`config.mk`:
```
export PLATFORM = sky130hd
export DESIGN_NAME = axi_wr_upsizer
export DESIGN_NICKNAME = d
export VERILOG_FILES = /design/src/rtl/axi_wr_upsizer_pkg.sv /design/src/rtl/axi_wr_upsizer_lane_merge.sv /design/src/rtl/axi_wr_upsizer.sv
export SDC_FILE = /design/constraint.sdc
export NUM_CORES = 1
export LEC_CHECK = 0
export ABC_AREA = 0
export CAP_MARGIN = 5
export CELL_PAD_IN_SITES_DETAIL_PLACEMENT = 1
export CELL_PAD_IN_SITES_GLOBAL_PLACEMENT = 1
export CORE_MARGIN = 2
export CORE_UTILIZATION = 35
export DETAILED_ROUTE_END_ITERATION = 6
export PLACE_DENSITY = 0.91
export REMOVE_ABC_BUFFERS = 1
export SYNTH_ARGS = -nofsm -noshare
export SYNTH_HDL_FRONTEND = slang
export SYNTH_SLANG_ARGS = --single-unit
```
`constraint.sdc`:
```
create_clock -name clk -period 2.3 [get_ports clk]
set_clock_uncertainty 0.1 [all_clocks]
set_input_delay 0.46 -clock clk [delete_from_list [all_inputs] [get_ports clk]]
set_output_delay 0.46 -clock clk [all_outputs]
set_load 0.02 [all_outputs]
```
`src/rtl/axi_wr_upsizer_pkg.sv`:
```
// ---------------------------------------------------------------------------
// axiDemo_package
// Shared AXI widths, bus typedefs and the upsizer state encoding.
// Imported by axi_wr_lane_merge and axi_wr_upsizer.
// ---------------------------------------------------------------------------
package axiDemo_package;

  localparam int AXI_ADDRESS_WIDTH     = 32;
  localparam int AXI_DATA_WIDTH        = 32;
  localparam int AXI_STROBE_WIDTH      = AXI_DATA_WIDTH / 8;
  localparam int AXI_WIDE_DATA_WIDTH   = 128;
  localparam int AXI_WIDE_STROBE_WIDTH = 16;

  typedef logic [AXI_ADDRESS_WIDTH-1:0]     axiAddrT;
  typedef logic [AXI_DATA_WIDTH-1:0]        axiDataT;
  typedef logic [AXI_STROBE_WIDTH-1:0]      axiStrobeT;
  typedef logic [AXI_WIDE_DATA_WIDTH-1:0]   axiWideDataT;
  typedef logic [AXI_WIDE_STROBE_WIDTH-1:0] axiWideStrobeT;

  typedef struct packed {
    axiWideDataT   data;
    axiWideStrobeT strb;
  } axiWideDataSt;

  typedef enum logic [1:0] {
    UPSZ_EMPTY   = 2'd0,
    UPSZ_PARTIAL = 2'd1,
    UPSZ_FULL    = 2'd2
  } upszStateT;

endpackage

```
`src/rtl/axi_wr_upsizer_lane_merge.sv`:
```
// ---------------------------------------------------------------------------
// axi_wr_lane_merge
// Combinational byte-enable merge of one narrow beat into a wide accumulator.
// Ports:
//   i_acc_data/i_acc_strb : current accumulator contents (already cleared by
//                           the caller when the wide beat has just left)
//   i_en                  : narrow beat accepted this cycle
//   i_lane                : lane index the narrow beat lands in
//   i_in_data/i_in_strb   : narrow beat payload
//   o_data/o_strb         : accumulator contents after the merge
// ---------------------------------------------------------------------------
module axi_wr_lane_merge
  import axiDemo_package::*;
#(
  parameter int IN_DATA_WIDTH  = AXI_DATA_WIDTH,
  parameter int OUT_DATA_WIDTH = AXI_WIDE_DATA_WIDTH,
  parameter int LW             = 2
) (
  input  logic [OUT_DATA_WIDTH-1:0]   i_acc_data,
  input  logic [OUT_DATA_WIDTH/8-1:0] i_acc_strb,
  input  logic                        i_en,
  input  logic [LW-1:0]               i_lane,
  input  logic [IN_DATA_WIDTH-1:0]    i_in_data,
  input  logic [IN_DATA_WIDTH/8-1:0]  i_in_strb,
  output logic [OUT_DATA_WIDTH-1:0]   o_data,
  output logic [OUT_DATA_WIDTH/8-1:0] o_strb
);

  localparam int IN_BYTES = IN_DATA_WIDTH / 8;

  // Only strobed bytes are written, so a repeated lane keeps its unstrobed
  // bytes from the earlier write.
  always_comb begin
    o_data = i_acc_data;
    o_strb = i_acc_strb;
    if (i_en) begin
      for (int b = 0; b < IN_BYTES; b++) begin
        if (i_in_strb[b]) begin
          o_data[int'(i_lane)*IN_DATA_WIDTH + b*8 +: 8] = i_in_data[b*8 +: 8];
          o_strb[int'(i_lane)*IN_BYTES + b]             = 1'b1;
        end
      end
    end
  end

endmodule

```
`src/rtl/axi_wr_upsizer.sv`:
```
// ---------------------------------------------------------------------------
// axi_wr_upsizer
// Packs narrow AXI write beats into wide beats (RATIO = OUT/IN lanes).
// Ports:
//   clk, rst_n                      : clock, async active-low reset
//   in_valid/in_ready               : narrow handshake
//   in_addr/in_data/in_strb/in_last : narrow payload
//   out_valid/out_ready             : wide handshake
//   out_addr/out_data/out_strb/out_last : wide payload
// Build option:
//   AXI_WR_UPSIZER_ADDR_FLUSH_EN : flush a partial wide beat when the next
//                                  narrow beat falls in a different wide word.
//
// state   | meaning
// EMPTY   | no data held
// PARTIAL | accumulating lanes, out_valid low
// FULL    | wide beat presented, waiting for out_ready
// ---------------------------------------------------------------------------
module axi_wr_upsizer
  import axiDemo_package::*;
#(
  parameter int ADDR_WIDTH     = AXI_ADDRESS_WIDTH,
  parameter int IN_DATA_WIDTH  = AXI_DATA_WIDTH,
  parameter int OUT_DATA_WIDTH = AXI_WIDE_DATA_WIDTH
) (
  input  logic                        clk,
  input  logic                        rst_n,
  input  logic                        in_valid,
  output logic                        in_ready,
  input  logic [ADDR_WIDTH-1:0]       in_addr,
  input  logic [IN_DATA_WIDTH-1:0]    in_data,
  input  logic [IN_DATA_WIDTH/8-1:0]  in_strb,
  input  logic                        in_last,
  output logic                        out_valid,
  input  logic                        out_ready,
  output logic [ADDR_WIDTH-1:0]       out_addr,
  output logic [OUT_DATA_WIDTH-1:0]   out_data,
  output logic [OUT_DATA_WIDTH/8-1:0] out_strb,
  output logic                        out_last
);

  localparam int RATIO     = OUT_DATA_WIDTH / IN_DATA_WIDTH;
  localparam int IN_BYTES  = IN_DATA_WIDTH / 8;
  localparam int OUT_BYTES = OUT_DATA_WIDTH / 8;
  localparam int IB        = $clog2(IN_BYTES);
  localparam int OB        = $clog2(OUT_BYTES);
  localparam int LW        = $clog2(RATIO);
  localparam logic [ADDR_WIDTH-1:0] ALIGN_MASK = ~ADDR_WIDTH'(OUT_BYTES - 1);
  localparam logic [LW-1:0]         LANE_MAX   = LW'(RATIO - 1);

  upszStateT                   r_state, w_state_nxt;
  logic [OUT_DATA_WIDTH-1:0]   r_data, w_base_data, w_merged_data;
  logic [OUT_BYTES-1:0]        r_strb, w_base_strb, w_merged_strb;
  logic [ADDR_WIDTH-1:0]       r_addr;
  logic                        r_last;

  logic [LW-1:0]               w_lane;
  logic [ADDR_WIDTH-1:0]       w_in_aligned;
  logic                        w_out_fire, w_in_fire, w_completes, w_fresh, w_flush;

  assign w_lane       = in_addr[OB-1:IB];
  assign w_in_aligned = in_addr & ALIGN_MASK;
  assign w_completes  = (w_lane == LANE_MAX) || in_last;
  assign w_out_fire   = (r_state == UPSZ_FULL) && out_ready;
  assign w_in_fire    = in_valid && in_ready;
  // A beat accepted while EMPTY, or in the same cycle the wide beat leaves,
  // opens a new wide word and owns out_addr.
  assign w_fresh      = (r_state == UPSZ_EMPTY) || w_out_fire;

`ifdef AXI_WR_UPSIZER_ADDR_FLUSH_EN
  assign w_flush = (r_state == UPSZ_PARTIAL) && in_valid && (w_in_aligned != r_addr);
`else
  assign w_flush = 1'b0;
`endif

  // State register
  always_ff @(posedge clk or negedge rst_n) begin
    if (!rst_n) r_state <= UPSZ_EMPTY;
    else        r_state <= w_state_nxt;
  end

  // Next-state
  always_comb begin
    w_state_nxt = r_state;
    case (r_state)
      UPSZ_EMPTY, UPSZ_PARTIAL: begin
        if (w_flush)        w_state_nxt = UPSZ_FULL;
        else if (w_in_fire) w_state_nxt = w_completes ? UPSZ_FULL : UPSZ_PARTIAL;
      end
      UPSZ_FULL: begin
        if (out_ready) begin
          if (w_in_fire) w_state_nxt = w_completes ? UPSZ_FULL : UPSZ_PARTIAL;
          else           w_state_nxt = UPSZ_EMPTY;
        end
      end
      default: w_state_nxt = UPSZ_EMPTY;
    endcase
  end

  // Outputs
  always_comb begin
    out_valid = (r_state == UPSZ_FULL);
    in_ready  = ((r_state != UPSZ_FULL) || out_ready) && !w_flush;
  end

  assign w_base_data = w_out_fire ? '0 : r_data;
  assign w_base_strb = w_out_fire ? '0 : r_strb;

  axi_wr_lane_merge #(
    .IN_DATA_WIDTH  (IN_DATA_WIDTH),
    .OUT_DATA_WIDTH (OUT_DATA_WIDTH),
    .LW             (LW)
  ) u_merge (
    .i_acc_data (w_base_data),
    .i_acc_strb (w_base_strb),
    .i_en       (w_in_fire),
    .i_lane     (w_lane),
    .i_in_data  (in_data),
    .i_in_strb  (in_strb),
    .o_data     (w_merged_data),
    .o_strb     (w_merged_strb)
  );

  always_ff @(posedge clk or negedge rst_n) begin
    if (!rst_n) begin
      r_data <= '0;
      r_strb <= '0;
      r_addr <= '0;
      r_last <= 1'b0;
    end else begin
      r_data <= w_merged_data;
      r_strb <= w_merged_strb;
      if (w_in_fire && w_fresh) r_addr <= w_in_aligned;
      // A flushed word is never the end of a burst.
      if (w_flush)                      r_last <= 1'b0;
      else if (w_in_fire && w_completes) r_last <= in_last;
      else if (w_out_fire)               r_last <= 1'b0;
    end
  end

  assign out_addr = r_addr;
  assign out_data = r_data;
  assign out_strb = r_strb;
  assign out_last = r_last;

endmodule

```
==> results of run 1 <==
registers in the layout, summed over array words and instances (netlist names):
| register | count |
|---|---|
| r_state | 2 |
| out_addr | 28 |
| out_data | 128 |
| out_strb | 16 |
| out_last | 1 |
cell families after synthesis:
| family | Yosys count | synth area share (%) |
|---|---|---|
| AO/OA/AOI/OAI | 130 | 16.22 |
| multiplexers | 60 | 9.102 |
| other | 1 | 0.05370 |
| AND/OR/NAND/NOR | 114 | 8.207 |
| flip-flops | 175 | 62.71 |
| adder cells (fa/ha/maj) | 6 | 1.075 |
| buffers and inverters | 41 | 2.634 |
layer usage:
metal | global-route usage (%) | up-vias
met3 | 6.541 | 33
met1 | 28.11 | 2973
met5 | 0 | -
met2 | 40.83 | 182
li1 | - | 2565
met4 | 7.402 | 0
cell usage in the layout, fill, tap and decap left out, types with 2 or more instances in the layout:
| cell | netlist | routed |
|---|---|---|
| a41oi_1 | 2 | 2 |
| nor3_2 | 3 | 3 |
| clkdlybuf4s50_1 | 0 | 242 |
| nor3b_1 | 8 | 3 |
| mux2i_1 | 32 | 32 |
| clkinvlp_4 | 0 | 2 |
| a32o_1 | 30 | 30 |
| and4_1 | 2 | 2 |
| bufinv_16 | 0 | 5 |
| and2_1 | 5 | 5 |
| conb_1 | 1 | 4 |
| inv_6 | 0 | 3 |
| dlygate4sd2_1 | 0 | 2 |
| a22o_1 | 76 | 76 |
| dfrtp_1 | 175 | 175 |
| a21o_1 | 4 | 4 |
| o21ai_0 | 2 | 2 |
| nor3b_2 | 0 | 5 |
| buf_12 | 0 | 9 |
| nand2_1 | 69 | 69 |
| nand2b_1 | 2 | 2 |
| nor2_1 | 9 | 9 |
| inv_1 | 4 | 4 |
| buf_4 | 4 | 61 |
| nor2b_1 | 3 | 3 |
| clkbuf_16 | 0 | 17 |
| mux2_2 | 28 | 28 |
| a32oi_1 | 2 | 2 |
| and3b_1 | 2 | 2 |
| clkbuf_1 | 18 | 2 |
| nand3b_1 | 2 | 2 |
| a31oi_1 | 10 | 10 |
| ha_1 | 6 | 6 |
through the flow:
stage	total power, mW	setup TNS, ns
2_1_floorplan	4.213	-28.69
3_3_place_gp	5.218	-17.19
3_5_place_dp	5.286	-22.88
4_1_cts	8.535	0
5_1_grt	8.767	0
6_report	8.449	0
worst max-delay path: cells and delay by family:
family | cells | cell delay [ns]
AOI/OAI and AO/OA | 1 | 0.17
and+or+nand+nor | 1 | 0.56
adders and majority gates | 1 | 0.31
buffers and inverters | 4 | 0.96
where the power goes:
group	switching, mW	leakage, nW	internal [mW]
clock network	1.26	0.312	1.97
logic	0.903	2.10	0.846
registers	0.152	2.35	3.32
path summary, 6_finish.rpt:
kind	start	end	slack, ns	cells past startpoint
max	in_addr[3]	out_data[48]$_DFF_PN0_	0.09	7
min	out_strb[5]$_DFF_PN0_	out_strb[5]$_DFF_PN0_	0.38	1
max reg2reg	r_state[1]$_DFFE_PN0P_	out_data[86]$_DFF_PN0_	0.22	4
min reg2reg	out_strb[5]$_DFF_PN0_	out_strb[5]$_DFF_PN0_	0.38	1
max in group asynchronous	rst_n	out_addr[10]$_DFFE_PN0P_	0.94	3
min in group asynchronous	rst_n	out_data[48]$_DFF_PN0_	0.44	2
timing repair:
action                                  in CTS  in global routing
hold endpoints to repair                    42                  0
endpoints found under the setup margin       2                  0
hold buffers                                 1                  0
resized for setup                            2                  0
final cells by class:
class	instances	area share, %
inverters	5	0.1716
well taps	265	3.032
repair buffers	316	28.34
flip-flops and latches	175	40.04
clock inverters	12	1.876
multi-input cells	314	22.46
clock buffers	20	4.084
==> summary.md, run 1 <==
| Metric | Value |
|---|---|
| Final WS setup | 0.09420 ns |
| Chip height | 145.3 µm |
| I/O Pins | 252 |
| Worst-path clk slew | 0.07 ns |
| Hold WC Path Type | reg -> reg |
| Htree depth | 4 |
| FF/Latch Area | 4379 µm² |
| Final period util | 95.90% |
| Tightest Pin Transition | 1.003 ns |
| Async SR Flop Fraction | 100.0% |
| WP data required | 2.56 ns |
| Synth cell types | 41 |
| Antenna violations before repair | 0 |
| GPL Wtd Cong | 0.8026 |
| Maximum vdd drop | 0.0005092 V |
| Detailed placement HPWL | 17.72 mm |
| Critical path's largest stage delay | 0.56 ns |
| Post-synthesis cell count | 527 |
| Crit end category | flip-flop |
| Clk Latency, worst-skew pair | 0.42 ns |
| Total congestion overflow | 0 |
| Total CTS buffers | 17 |
| N_diodes | 0 |
| Fin util | 56.01% |
| Slew Limit Fails | 0 |
| Max Cap Viol | 0 |
| Count leader, synth | dfrtp_1 |
| Area delta synth->final | 56.62% |
| Routed WL | 24.37 mm |
| PwrDens | 772.6 nW/µm² |
| Final min period | 2.206 ns |
| Min Hold Slack | 0.3819 ns |
| GRT Overall Usage | 23.43% |
| Top cells by count, synth | dfrtp_1, a22o_1, nand2_1, mux2i_1, a32o_1 |
| Pre-Repair DR Iteration Count | 5 |
| Layout net count | 908 |
| Post-route DRC | 0 |
| Row count | 51 |
| Status | finished, final reports clean |
| Placed cell count | 1074 |
| Slowest CP cell | nor4bb_1 |
| Chip width | 145.3 µm |
| Share of the synthesized area in the top cell type | 62.71% |
| Largest net degree at the start of global routing | 58 |
| Uppermost layer routed | met4 |
| Vias in the first global route | 6442 |
| Primary FF master, synth | dfrtp_1 |
| Fin. Hold Viols | 0 |
| Fill cells | 1990 |
| Post-Layout Inst Area | 10940 µm² |
| Cells along the critical path | clkdlybuf4s50_1 -> inv_1 -> buf_4 -> ha_1 -> nor4bb_1 -> buf_12 -> a22o_1 |
| Starting Density | 35.76% |
| First-iteration detailed-routing DRC count | 258 |
| Metal2 WL | 12.54 mm |
| DRT antenna net count | 0 |
| Dominant cell type by area after synthesis | dfrtp_1 |
| Postcts setup bufs | 0 |
| Pleak | 4.759 nW |
| Warnings from Yosys | 0 |
| Footprint of the multi-input gates | 2456 µm² |
| Sink Count | 175 |
| Core Area | 19530 µm² |
| Pre-CTS WS | -0.2983 ns |
| Post-Layout Cell Count | 1107 |
| Max Fclk | 0.4534 GHz |
| Post-synthesis register bit count | 175 |
| CP Data Arrival Time | 2.46 ns |
| # setup viols final | 0 |
| Number of flops mapped to enable cells by yosys | 0 |
| CP max FO | 8 |
| Share of layout cells above drive strength 1 | 16.63% |
| Syn_area_per_cell | 13.25 µm² |
| WL met1 | 9.928 mm |
| Largest cells by area after synthesis | dfrtp_1, a22o_1, mux2i_1 |
| Clock root cell | clkbuf_16 |
| Port Buffers | 245 |
| Via-to-Cell Ratio | 5.197 |
| Slew headroom | 32.60% |
| RSZ-0062 raised after global routing | false |
| Via count | 5753 |
| Sequential area share after synthesis | 62.71% |
| First-pass GRT wire length | 38.56 mm |
| Clock Path Buffers | 2 |
| Die Area | 21100 µm² |
| Crit Path Category | in -> reg |
| Post-synthesis instance area | 6983 µm² |
| Post-DP Area | 10280 µm² |
| CTS tree | done |
| Post-DR wirelength/cell | 22.01 µm |
| Met3 WL | 1.335 mm |
| Critical Path Start Type | primary input |
No activity file was read; power rests on OpenSTA's default activity.
==> run 2: changes to the inputs <==
--- a/config.mk
+++ b/config.mk
@@ -9,11 +9,12 @@
 export CAP_MARGIN = 5
 export CELL_PAD_IN_SITES_DETAIL_PLACEMENT = 1
 export CELL_PAD_IN_SITES_GLOBAL_PLACEMENT = 1
-export CORE_MARGIN = 2
+export CORE_MARGIN = 1.5
 export CORE_UTILIZATION = 35
 export DETAILED_ROUTE_END_ITERATION = 6
 export PLACE_DENSITY = 0.91
 export REMOVE_ABC_BUFFERS = 1
+export SKIP_CTS_REPAIR_TIMING = 1
 export SYNTH_ARGS = -nofsm -noshare
 export SYNTH_HDL_FRONTEND = slang
 export SYNTH_SLANG_ARGS = --single-unit
==> summary.md, run 2 (same netlist as run 1, synthesis figures left out) <==
| Metric | Value |
|---|---|
| Pre-CTS WS | -0.4713 ns (was -0.2983 ns) |
| Post-Layout Inst Area | 10940 µm² (about the same) |
| Post-route DRC | 0 (unchanged) |
| Routed WL | 24.19 mm (was 24.37 mm) |
| CP Data Arrival Time | 2.48 ns (was 2.46 ns) |
| Fin. Hold Viols | 0 (unchanged) |
| Buf/Inv on CP | 3 (was 4) |
| CTS tree | done (unchanged) |
| Tightest Pin Transition | 0.8275 ns (was 1.003 ns) |
| Max Cap Viol | 0 (unchanged) |
| Met3 Use GR | 6.358% (was 6.541%) |
| Total congestion overflow | 0 (unchanged) |
| Final min period | 2.224 ns (was 2.206 ns) |
| Htree depth | 4 (unchanged) |
| Critical path's largest stage delay | 0.62 ns (was 0.56 ns) |
| Slowest CP cell | a31oi_1 (was nor4bb_1) |
| Total CTS buffers | 17 (unchanged) |
| DRT antenna net count | 0 (unchanged) |
| Slew Limit Fails | 0 (unchanged) |
| Setup tns final | 0 ns (unchanged) |
| Internal cell power | 6.125 mW (was 6.136 mW) |
| Chip height | 144.3 µm (was 145.3 µm) |
| First-iteration detailed-routing DRC count | 191 (was 258) |
| Worst-path clk slew | 0.07 ns (about the same) |
| GRT Overall Usage | 23.50% (was 23.43%) |
| PwrDens | 764.8 nW/µm² (was 772.6 nW/µm²) |
| GR Util met1 | 27.71% (was 28.11%) |
| Maximum vdd drop | 0.0005627 V (was 0.0005092 V) |
| Fin util | 56.05% (was 56.01%) |
| RSZ-0062 raised after global routing | false (unchanged) |
| Crit Path Category | in -> reg (unchanged) |
| Min Hold Slack | 0.3881 ns (was 0.3819 ns) |
| Layout net count | 901 (was 908) |
| Clk Latency, worst-skew pair | 0.41 ns (was 0.42 ns) |
| Final period util | 96.69% (was 95.90%) |
| Critical Path Start Type | primary input (unchanged) |
| Die Area | 20810 µm² (was 21100 µm²) |
| Port Buffers | 245 (unchanged) |
| Area delta synth->final | 56.73% (was 56.62%) |
| Antenna violations before repair | 1 (was 0) |
| Starting Density | 35.76% (unchanged) |
| Max FFs per register | 128 (unchanged) |
| Core Area | 19530 µm² (unchanged) |
| Sequential Power Share | 41.5% (was 41.1%) |
| Post-DR wirelength/cell | 22.01 µm (about the same) |
| Switching power | 2.245 mW (was 2.313 mW) |
| Layer with the highest usage | met2 (unchanged) |
| Via-to-Cell Ratio | 5.247 (was 5.197) |
| Post-Layout Cell Count | 1099 (was 1107) |
| Share of layout cells above drive strength 1 | 15.97% (was 16.63%) |
| WP data required | 2.55 ns (was 2.56 ns) |
| Sw Ratio | 26.82% (was 27.38%) |
| Cells along the critical path | clkdlybuf4s50_1 -> inv_1 -> buf_4 -> ha_1 -> and2_1 -> a31oi_1 -> a22o_1 (was clkdlybuf4s50_1 -> inv_1 -> buf_4 -> ha_1 -> nor4bb_1 -> buf_12 -> a22o_1) |
| Slew headroom | 44.57% (was 32.60%) |
| Final WS setup | 0.07612 ns (was 0.09420 ns) |
| First-pass GRT wire length | 36.35 mm (was 38.56 mm) |
| Pleak | 4.751 nW (was 4.759 nW) |
| Vias in the first global route | 6299 (was 6442) |
| Largest net degree at the start of global routing | 60 (was 58) |
| Placed cell count | 1067 (was 1074) |
| Crit end category | flip-flop (unchanged) |
| I/O Pins | 252 (unchanged) |
| Comb pwr share | 20.9% (was 20.7%) |
| Via count | 5766 (was 5753) |
| Crit path max-delay family | compound AO/OA/AOI/OAI gates (was buffers and inverters) |
| Max Fclk | 0.4497 GHz (was 0.4534 GHz) |
| Most frequent cells in the layout | clkdlybuf4s50_1, dfrtp_1, a22o_1, nand2_1, buf_4 (unchanged) |
| Commonest non-fill, non-tap cell in the layout | clkdlybuf4s50_1 (unchanged) |
| Status | finished, final reports clean (unchanged) |
| Post-DP Area | 10260 µm² (was 10280 µm²) |
| Detailed placement HPWL | 17.47 mm (was 17.72 mm) |
| Total power | 8.370 mW (was 8.449 mW) |
| Grt met2 use | 41.17% (was 40.83%) |
| Clock network fraction of total power | 37.5% (was 38.2%) |
| Clock Path Buffers | 2 (unchanged) |
| Clock root cell | clkbuf_16 (unchanged) |
| Hold WC Path Type | reg -> reg (unchanged) |
| Pre-Repair DR Iteration Count | 4 (was 5) |
| Chip width | 144.3 µm (was 145.3 µm) |
| Row count | 51 (unchanged) |
| Sink Count | 175 (unchanged) |
| GPL Wtd Cong | 0.8020 (was 0.8026) |
| # setup viols final | 0 (unchanged) |
| CP max FO | 8 (unchanged) |
## run 2: changes by cell type in the layout (fill, tap and decap cells not counted), moves of 2 or more
cell / before / now
dlymetal6s2s_1: 0 / 2
buf_12: 9 / 12
nor3b_2: 5 / 3
buf_4: 61 / 51
dlygate4sd2_1: 2 / 0
nor3b_4: 1 / 3
inv_6: 3 / 1
## run 2: power by group through the flow
stage          Combinational (mW)  Sequential [mW]  Clock (mW)
6_report                     1.75             3.48        3.14
5_1_grt                      1.85             3.51        3.32
4_1_cts                      1.76             3.48        3.20
3_5_place_dp                 1.75             3.53           0
3_3_place_gp                 1.71             3.51           0
2_1_floorplan               0.411             3.80           0
## run 2: layer usage
| layer | vias up | share of wire (%) |
|---|---|---|
| li1 | 2548 | - |
| met4 | 0 | 2.7 |
| met3 | 39 | 5.5 |
| met2 | 169 | 53 |
| met5 | - | 0 |
| met1 | 3010 | 39 |
## run 2: worst paths after layout
path	endpoint	slack [ns]	from	cells past startpoint
max	out_data[19]$_DFF_PN0_	0.08	in_addr[3]	7
min	out_strb[9]$_DFF_PN0_	0.39	out_strb[9]$_DFF_PN0_	1
max reg2reg	out_data[96]$_DFF_PN0_	0.30	r_state[0]$_DFFE_PN0P_	4
min reg2reg	out_strb[9]$_DFF_PN0_	0.39	out_strb[9]$_DFF_PN0_	1
max in group asynchronous	out_data[58]$_DFF_PN0_	0.95	rst_n	3
min in group asynchronous	out_data[83]$_DFF_PN0_	0.42	rst_n	2
## run 2: area by class of cell
cell class                      count  area, µm²
Sequential cell                   175       4379
Timing Repair Buffer              309       3092
Antenna cell                        1      2.502
Clock inverter                      9      183.9
Fill cell                        2031       8582
Multi-Input combinational cell    314       2486
Inverter                            5      18.77
Clock buffer                       21      450.4
Tap cell                          265      331.6
==> run 3: changes to the inputs <==
--- a/config.mk
+++ b/config.mk
@@ -9,6 +9,7 @@
 export CAP_MARGIN = 5
 export CELL_PAD_IN_SITES_DETAIL_PLACEMENT = 1
 export CELL_PAD_IN_SITES_GLOBAL_PLACEMENT = 1
+export CORE_ASPECT_RATIO = 1.1
 export CORE_MARGIN = 1.5
 export CORE_UTILIZATION = 35
 export DETAILED_ROUTE_END_ITERATION = 6
==> constraint.sdc (replaced) <==
create_clock -name clk -period 2.4 [get_ports clk]
set_clock_uncertainty 0.1 [all_clocks]
set_input_delay 0.48 -clock clk [delete_from_list [all_inputs] [get_ports clk]]
set_output_delay 0.48 -clock clk [all_outputs]
set_load 0.02 [all_outputs]
==> summary.md, run 3 (same netlist as run 1, synthesis figures left out) <==
| Metric | Value |
|---|---|
| Status | finished with violations (was finished, final reports clean) |
| Failing checks | setup timing |
| Max FFs per register | 128 (unchanged) |
| PwrDens | 734.5 nW/µm² (was 764.8 nW/µm²) |
| First-pass GRT wire length | 36.84 mm (was 36.35 mm) |
| WP data required | 2.66 ns (was 2.55 ns) |
| Share of layout cells above drive strength 1 | 15.92% (was 15.97%) |
| Final min period | 2.401 ns |
| Pleak | 4.694 nW (was 4.751 nW) |
| Htree depth | 4 (unchanged) |
| CTS tree | done (unchanged) |
| Post-DR wirelength/cell | 22.46 µm (was 22.01 µm) |
| Metal2 WL | 12.80 mm (was 12.74 mm) |
| Die Area | 20810 µm² (about the same) |
| RSZ-0062 raised after global routing | true (was false) |
| Final WS setup | -0.0008498 ns (was 0.07612 ns) |
| Clk Latency, worst-skew pair | 0.42 ns (was 0.41 ns) |
| Antenna violations before repair | 0 (was 1) |
| WL met1 | 9.498 mm (was 9.472 mm) |
| Hold WC Path Type | reg -> reg (unchanged) |
| Post-route DRC | 0 (unchanged) |
| Post-Layout Cell Count | 1082 (was 1099) |
| Fin. Hold Viols | 0 (unchanged) |
| Commonest non-fill, non-tap cell in the layout | clkdlybuf4s50_1 (unchanged) |
| Total congestion overflow | 0 (unchanged) |
| Most frequent cells in the layout | clkdlybuf4s50_1, dfrtp_1, a22o_1, nand2_1, buf_4 (unchanged) |
| Largest net degree at the start of global routing | 58 (was 60) |
| Footprint of the multi-input gates | 2467 µm² (was 2486 µm²) |
| First-iteration detailed-routing DRC count | 295 (was 191) |
| Tightest Pin Transition | 0.8486 ns (was 0.8275 ns) |
| Layout net count | 895 (was 901) |
| Via count | 5755 (was 5766) |
| Worst-path clk slew | 0.07 ns (about the same) |
| Max Cap Viol | 0 (unchanged) |
| Met3 WL | 1.222 mm (was 1.329 mm) |
| Slew headroom | 43.17% (was 44.57%) |
| GPL Wtd Cong | 0.7913 (was 0.8020) |
| I/O Pins | 252 (unchanged) |
| DRT antenna net count | 0 (unchanged) |
| R2R setup slack | 0.44 ns (was 0.30 ns) |
| Total CTS buffers | 17 (unchanged) |
| Pre-Repair DR Iteration Count | 4 (unchanged) |
| Uppermost layer routed | met4 (unchanged) |
| Area delta synth->final | 54.31% (was 56.73%) |
| Sink Count | 175 (unchanged) |
| Placed cell count | 1046 (was 1067) |
| Crit end category | flip-flop (unchanged) |
| FF/Latch Area | 4380 µm² (was 4379 µm²) |
| Crit Path Category | in -> reg (unchanged) |
| Clock Path Buffers | 2 (unchanged) |
| Detailed placement HPWL | 17.33 mm (was 17.47 mm) |
| Chip width | 137.7 µm (was 144.3 µm) |
| Port Buffers | 245 (unchanged) |
| GRT Overall Usage | 23.86% (was 23.50%) |
| Slew Limit Fails | 0 (unchanged) |
| Vias in the first global route | 6303 (was 6299) |
| Max Fclk | 0.4165 GHz |
| Fill cells | 2017 (was 2031) |
| CP Data Arrival Time | 2.66 ns (was 2.48 ns) |
| Fin util | 54.62% (was 56.05%) |
| Routed WL | 24.30 mm (was 24.19 mm) |
| # setup viols final | 1 (was 0) |
| Critical Path Start Type | primary input (unchanged) |
| Via-to-Cell Ratio | 5.319 (was 5.247) |
| Core Area | 19730 µm² (was 19530 µm²) |
| Final period util | 100.0% |
| Maximum vdd drop | 0.0005303 V (was 0.0005627 V) |
| Chip height | 151.1 µm (was 144.3 µm) |
| Row count | 54 (was 51) |
| CP max FO | 8 (unchanged) |
| Clock root cell | clkbuf_16 (unchanged) |
| Starting Density | 35.39% (was 35.76%) |
-- run 3: final timing paths --
check                                             from                  endpoint  cells past startpoint
worst min-delay path             out_strb[7]$_DFF_PN0_     out_strb[7]$_DFF_PN0_                      1
worst max register to register  r_state[0]$_DFFE_PN0P_   out_data[121]$_DFF_PN0_                      4
max in group asynchronous                        rst_n    out_data[89]$_DFF_PN0_                      3
worst max-delay path                        in_addr[2]    out_data[19]$_DFF_PN0_                      6
min in group asynchronous                        rst_n  out_addr[15]$_DFFE_PN0P_                      2
worst min register to register   out_strb[7]$_DFF_PN0_     out_strb[7]$_DFF_PN0_                      1
-- run 3: power by group --
group | switching (mW) | leakage (nW) | total (mW) | internal, mW
logic | 0.858 | 2.04 | 1.65 | 0.788
registers | 0.152 | 2.35 | 3.33 | 3.18
clock network | 1.20 | 0.304 | 2.93 | 1.73
-- run 3: worst max-delay path, stage by stage --
cell and delay [ns]:
clkdlybuf4s50_1 0.66, inv_1 0.13, ha_1 0.28, and2_1 0.22, a31oi_1 0.62, a22o_1 0.27
-- run 3: layout make-up --
cell class                 instances  share of cell area [%]
sequential                       175                   40.65
timing repair buffer             303                   27.55
multi-input combinational        314                   22.90
clock buffer                      20                   4.331
tap                              252                   2.926
clock inverter                    12                   1.440
inverter                           5                  0.1742
antenna                            1                 0.02322
-- run 3: routing by layer --
metal | GRT usage, % | vias up
met5 | 0 | -
met4 | 10.16 | 0
met3 | 5.254 | 46
met2 | 41.38 | 175
met1 | 28.43 | 2996
li1 | - | 2538
-- run 3: metrics by stage --
step	hold WS, ns	cell area [µm²]	total power [mW]	TNS, ns	setup WS [ns]
2_1_floorplan	0.08441	6829	4.037	-25.89	-0.9247
3_5_place_dp	0.3653	10110	5.027	-24.95	-0.4478
3_3_place_gp	0.3539	10110	4.967	-16.77	-0.3296
5_1_grt	0.4003	10770	8.197	-1.967	-0.1044
6_report	0.3889	10780	7.914	-0.0008498	-0.0008498
4_1_cts	-0.09709	10730	7.980	-0.6631	-0.09571
